$ cat src/rtl/uart_tx_serializer.sv
// UART transmitter: start bit, MSB-first data, optional even parity, stop bits.
// Internal baud divider, CTS-gated accept, and a timed break frame.
module uart_tx_serializer #(
    parameter int unsigned SYSCLK_RATE = 100000000,
    parameter int unsigned BAUD_RATE   = 9600,
    parameter int unsigned DATA_BITS   = 8,
    parameter int unsigned PARITY_BIT  = 1,
    parameter int unsigned STOP_BITS   = 2
) (
    input  logic                 SysClk,
    input  logic                 Rst,
    input  logic [DATA_BITS-1:0] Tx_Data,
    input  logic                 Transmit_Start,
    input  logic                 Break_Req,
    input  logic                 CTS,
    output logic                 Tx,
    output logic                 Tx_Busy,
    output logic                 Tx_Done
);

    localparam int unsigned BAUD_DIV = SYSCLK_RATE / BAUD_RATE;
    localparam int unsigned TX_BITS  = 1 + DATA_BITS + PARITY_BIT + STOP_BITS;
    localparam int unsigned MAX_DS   = (DATA_BITS > STOP_BITS) ? DATA_BITS : STOP_BITS;
    localparam int unsigned MAX_BITS = (MAX_DS > TX_BITS) ? MAX_DS : TX_BITS;
    localparam int unsigned BIT_W    = $clog2(MAX_BITS + 1);
    localparam int unsigned BAUD_W   = $clog2(BAUD_DIV);

    typedef enum logic [2:0] {
        IDLE   = 3'd0,
        START  = 3'd1,
        DATA   = 3'd2,
        PARITY = 3'd3,
        STOP   = 3'd4,
        BREAK  = 3'd5
    } state_t;

    state_t               state_q, state_d;
    logic [BAUD_W-1:0]    baud_q, baud_d;
    logic [BIT_W-1:0]     bit_q, bit_d;
    logic [DATA_BITS-1:0] shift_q, shift_d;
    logic                 parity_q, parity_d;
    logic                 armed_q, armed_d;
    logic                 tx_q, tx_d;
    logic                 busy_q, busy_d;
    logic                 done_q, done_d;
    logic                 baud_wrap;

    always_ff @(posedge SysClk or posedge Rst) begin
        if (Rst) begin
            state_q  <= IDLE;
            baud_q   <= '0;
            bit_q    <= '0;
            shift_q  <= '0;
            parity_q <= 1'b0;
            armed_q  <= 1'b1;
            tx_q     <= 1'b1;
            busy_q   <= 1'b0;
            done_q   <= 1'b0;
        end else begin
            state_q  <= state_d;
            baud_q   <= baud_d;
            bit_q    <= bit_d;
            shift_q  <= shift_d;
            parity_q <= parity_d;
            armed_q  <= armed_d;
            tx_q     <= tx_d;
            busy_q   <= busy_d;
            done_q   <= done_d;
        end
    end

    // Next state; Tx is derived from the next state so it changes on the same edge.
    always_comb begin
        state_d   = state_q;
        baud_d    = baud_q;
        bit_d     = bit_q;
        shift_d   = shift_q;
        parity_d  = parity_q;
        armed_d   = armed_q;
        busy_d    = busy_q;
        done_d    = 1'b0;
        tx_d      = 1'b1;
        baud_wrap = (baud_q == BAUD_W'(BAUD_DIV - 1));

        if (!Transmit_Start && !Break_Req) begin
            armed_d = 1'b1;
        end
        if (state_q != IDLE) begin
            baud_d = baud_wrap ? '0 : baud_q + BAUD_W'(1);
        end

        case (state_q)
            IDLE: begin
                if (armed_q && CTS && (Transmit_Start || Break_Req)) begin
                    shift_d  = Tx_Data;
                    parity_d = ^Tx_Data;
                    armed_d  = 1'b0;
                    baud_d   = '0;
                    bit_d    = '0;
                    busy_d   = 1'b1;
                    state_d  = Break_Req ? BREAK : START;
                end
            end
            START: begin
                if (baud_wrap) begin
                    bit_d   = '0;
                    state_d = DATA;
                end
            end
            DATA: begin
                if (baud_wrap) begin
                    shift_d = shift_q << 1;
                    if (bit_q == BIT_W'(DATA_BITS - 1)) begin
                        bit_d   = '0;
                        state_d = (PARITY_BIT != 0) ? PARITY : STOP;
                    end else begin
                        bit_d = bit_q + BIT_W'(1);
                    end
                end
            end
            PARITY: begin
                if (baud_wrap) begin
                    bit_d   = '0;
                    state_d = STOP;
                end
            end
            STOP: begin
                if (baud_wrap) begin
                    if (bit_q == BIT_W'(STOP_BITS - 1)) begin
                        bit_d   = '0;
                        busy_d  = 1'b0;
                        done_d  = 1'b1;
                        state_d = IDLE;
                    end else begin
                        bit_d = bit_q + BIT_W'(1);
                    end
                end
            end
            BREAK: begin
                if (baud_wrap) begin
                    if (bit_q == BIT_W'(TX_BITS - 1)) begin
                        bit_d   = '0;
                        busy_d  = 1'b0;
                        done_d  = 1'b1;
                        state_d = IDLE;
                    end else begin
                        bit_d = bit_q + BIT_W'(1);
                    end
                end
            end
            default: state_d = IDLE;
        endcase

        case (state_d)
            START, BREAK: tx_d = 1'b0;
            DATA:         tx_d = shift_d[DATA_BITS-1];
            PARITY:       tx_d = parity_d;
            default:      tx_d = 1'b1;
        endcase
    end

    assign Tx      = tx_q;
    assign Tx_Busy = busy_q;
    assign Tx_Done = done_q;

endmodule

$ cat config.mk
export PLATFORM = sky130hd
export DESIGN_NAME = uart_tx_serializer
export DESIGN_NICKNAME = d
export VERILOG_FILES = /design/src/rtl/uart_tx_serializer.sv
export SDC_FILE = /design/constraint.sdc
export NUM_CORES = 1
export LEC_CHECK = 0
export BUFFER_PORTS_ARGS = -buffer_cell sky130_fd_sc_hd__buf_2
export CORE_MARGIN = 5
export CORE_UTILIZATION = 45
export DETAILED_ROUTE_END_ITERATION = 8
export HOLD_SLACK_MARGIN = 0.05
export MAX_ROUTING_LAYER = met4
export SKIP_LAST_GASP = 1
export SLEW_MARGIN = 40
export SYNTH_ARGS = -nofsm -noshare
export SYNTH_HDL_FRONTEND = slang
export SYNTH_SLANG_ARGS = --single-unit
$ cat constraint.sdc
create_clock -name SysClk -period 3.21 [get_ports SysClk]
set_clock_uncertainty 0.15 [all_clocks]
set_input_delay 0 -clock SysClk [delete_from_list [all_inputs] [get_ports SysClk]]
set_output_delay 0 -clock SysClk [all_outputs]
set_load 0.05 [all_outputs]
==> key figures <==
Cells and area
  – Share of cells above drive strength 1: 18.83%
  – Final instance area: 2301 sq um
  – Diodes inserted: 0
  – Most frequent cells in the layout: dfrtp_1 (32), nand2_1 (32), o21ai_0 (24), nor2_1 (22), buf_2 (15)
  – Layout fillers: 357
  – Area delta synth->final: 19.42%
  – Nets: 254

Floorplanning
  – Row count: 23
  – Die Span Y: 75.44 microns
  – Die Area: 5690 sq um
  – I/O Pins: 16
  – Initial Util: 47.15%
  – Chip width: 75.44 microns
  – Core ar.: 4086 sq um

STA
  – Final slew viol count: 0
  – RSZ-0062 raised after global routing: no
  – Final setup violation count: 0
  – Period minus WS final: 2.485 ns
  – Fin crit share: 77.42%
  – Worst Tran Pin Value: 0.5391 ns
  – Setup TNS: 0 ns
  – Hold Violations, Final: 0
  – Maximum clock frequency: 402.4 MHz
  – Max-slew headroom: 64.02%

Routing
  – Final wirelength: 4295 microns
  – ANT nets after route: 0
  – Wirelength per Cell: 14.86 microns
  – Drt initial violations: 139
  – Vias/cell: 5.740
  – DRC Markers: 0
  – Via count: 1,659
  – DRT Pass-1 Iters: 4

Power and ir drop
  – Power, Total: 0.0009721 W
  – Peak VDD IR: 248.6 uV
  – Leak: 1.024 nW
  – Sw Pwr: 0.0001858 W
  – Pwr per Cell Area: 422.5 nW/um^2
  – Combinational Power Share: 5.3%
  – Clock power share: 50.6%
  – Sw Share: 19.12%
  – Sequential share of power: 44.1%
  – P_int: 0.0007863 W

Critical path
  – CP max stage delay: 0.59 ns
  – CP delay by family, top: simple AND/OR/NAND/NOR gates
  – Arrival time worst endpoint: 2.57 ns
  – CP required: 3.29 ns
  – Crit end category: flip-flop
  – Setup CP Type: flip-flop to flip-flop
  – Buffers and inverters on the worst path: 0
  – Worst-path fanout max: 8
  – Setup crit start kind: flip-flop
  – CP max stage cell: or4b_4
  – Cell-by-cell trace of the critical path: or4b_4, nor4_4, a22oi_2, a2bb2oi_1, or4b_1, nand2_1

Synthesis
  – Post-Syn Area per Cell: 9.219 sq um
  – Syn_nets: 225
  – Ys async rst share: 100.0%
  – Yosys cell types: 57
  – Ys Warns: 0
  – Gate Count Post-Synth: 209
  – Cell Area, Synth: 1927 sq um
  – Dominant synthesized flop cell: dfrtp_1
  – Sequential area share after synthesis: 44.29%
  – Synth Register Bits: 34
  – Number of enable flip-flop cells after synthesis: 0

Clock network
  – Sink Count: 34
  – TritonCTS Buffers: 5
  – CTS tree: built
  – Setup repair bufs after CTS: 0
  – H-tree levels: 2
  – CTS root buf: clkbuf_8
  – CTS max path bufs: 2
  – Clk_lat worst skew: 0.29 ns
  – PostCTS Resize Cnt: 0
  – Worst-path clk slew: 0.07 ns

Placed design
  – Routability Congestion: 0.8543
  – Port Buffers: 15
  – DP Wirelength: 2924 microns
  – DP Area: 2036 sq um

Job
  – MaxCap Viol Count: 0

Status
  – Status: completed

Global route
  – Antenna violations before repair: 0
  – Global-route wire length before repair: 7452 microns
  – Vias in the first global route: 1,698
  – Total track usage: 17.96%
  – Largest net degree at the start of global routing: 35
  – Overflow after GRT: 0

Worst hold path
  – Hold WC Path Type: primary input to flip-flop
[final cells by class]
type	instances	area (sq um)	share of cell area, %
clock buffer	6	82.58	3.589
multi-input combinational	163	1010	43.88
inverter	4	15.01	0.6525
tap	50	62.56	2.719
sequential	34	853.3	37.09
clock inverter	2	60.06	2.610
timing repair buffer	30	217.7	9.462
[Yosys cell counts, drive strengths merged, types with 2 or more instances]
library cell | instances | area, sq um
a221o | 2 | 20.02
xor2 | 4 | 35.03
nand3 | 7 | 35.03
dfstp | 2 | 52.55
a22oi | 6 | 50.05
nand4 | 4 | 25.02
inv | 4 | 15.01
and3b | 2 | 18.77
or4b | 2 | 23.77
buf | 2 | 18.77
xnor2 | 7 | 61.31
dfrtp | 32 | 800.8
a21oi | 3 | 15.01
and2 | 5 | 32.53
nand2 | 32 | 120.1
ha | 3 | 37.54
nor2 | 23 | 86.33
or3b | 2 | 20.02
a21o | 3 | 23.77
o21ai | 24 | 120.1
and4 | 3 | 27.53
o31ai | 4 | 30.03
clkbuf | 6 | 32.53
or2 | 2 | 12.51
and3 | 2 | 13.77
a2bb2oi | 2 | 17.52
[cell families (layout without fill, tap and decap cells)]
group	count (synthesis)	after routing	share of synthesized area [%]
AO/OA/AOI/OAI	54	54	18.44
XOR/XNOR	11	11	5.000
adder cells (fa/ha/maj)	3	3	1.948
buffers and inverters	12	42	3.441
flip-flops	34	34	44.29
AND/OR/NAND/NOR	95	95	26.88
[layer usage]
metal	routed length, microns	global-route usage (%)	part of all wire [%]	vias up
li1	-	-	-	809
met1	1854	21.62	43	792
met2	2112	27.33	49	45
met3	233	5.805	5.4	13
met4	95	8.350	2.2	0
met5	0	-	0	-
[what timing repair did]
action / CTS / global route
endpoints found under the setup margin: 0 / 0
hold buffers: 12 / 0
endpoints found under the hold margin: 44 / 0
[worst register-to-register path: cells and delay by family (launching register included)]
family          cells  cell delay, ns
compound gates      2            0.29
simple gates        4            1.52
flops               1            0.47
[stage by stage]
stage               utilization, %  hold WS (ns)  setup WS (ns)  instances
floorplan                        -      -0.03316         0.8855        209
global placement             49.82      -0.04212         0.8122        269
detailed placement           49.82      -0.02711         0.7584        269
CTS                          56.25       0.07479         0.7422        289
global route                 56.31        0.1240         0.5745        289
finish                       56.31       0.09316         0.7248        289
[power groups by stage]
stage	clock network (W)	logic [W]	registers (W)
finish	0.000492	0.0000514	0.000428
global route	0.000520	0.0000567	0.000428
CTS	0.000504	0.0000515	0.000428
detailed placement	0	0.0000405	0.000436
global placement	0	0.0000393	0.000436
floorplan	0	0.0000240	0.000436
[worst paths after layout]
| path | from | to | slack (ns) | cells after the start |
|---|---|---|---|---|
| setup / recovery | baud_q[4] | bit_q[2] | 0.72 | 6 |
| hold / removal | Break_Req | Tx_Busy | 0.09 | 3 |
| setup reg to reg | baud_q[4] | bit_q[2] | 0.72 | 6 |
| hold reg to reg | shift_q[6] | shift_q[6] | 0.33 | 2 |
| max in group asynchronous | Rst | Tx | 2.38 | 4 |
| min in group asynchronous | Rst | baud_q[12] | 0.19 | 4 |
[registers in the layout, summed over array words and instances, names as in the netlist]
| name | cells |
|---|---|
| Tx_Busy | 1 |
| Tx | 1 |
| state_q | 3 |
| shift_q | 8 |
| parity_q | 1 |
| Tx_Done | 1 |
| armed_q | 1 |
| baud_q | 14 |
| bit_q | 4 |
Power figures use the tool's default switching activity.
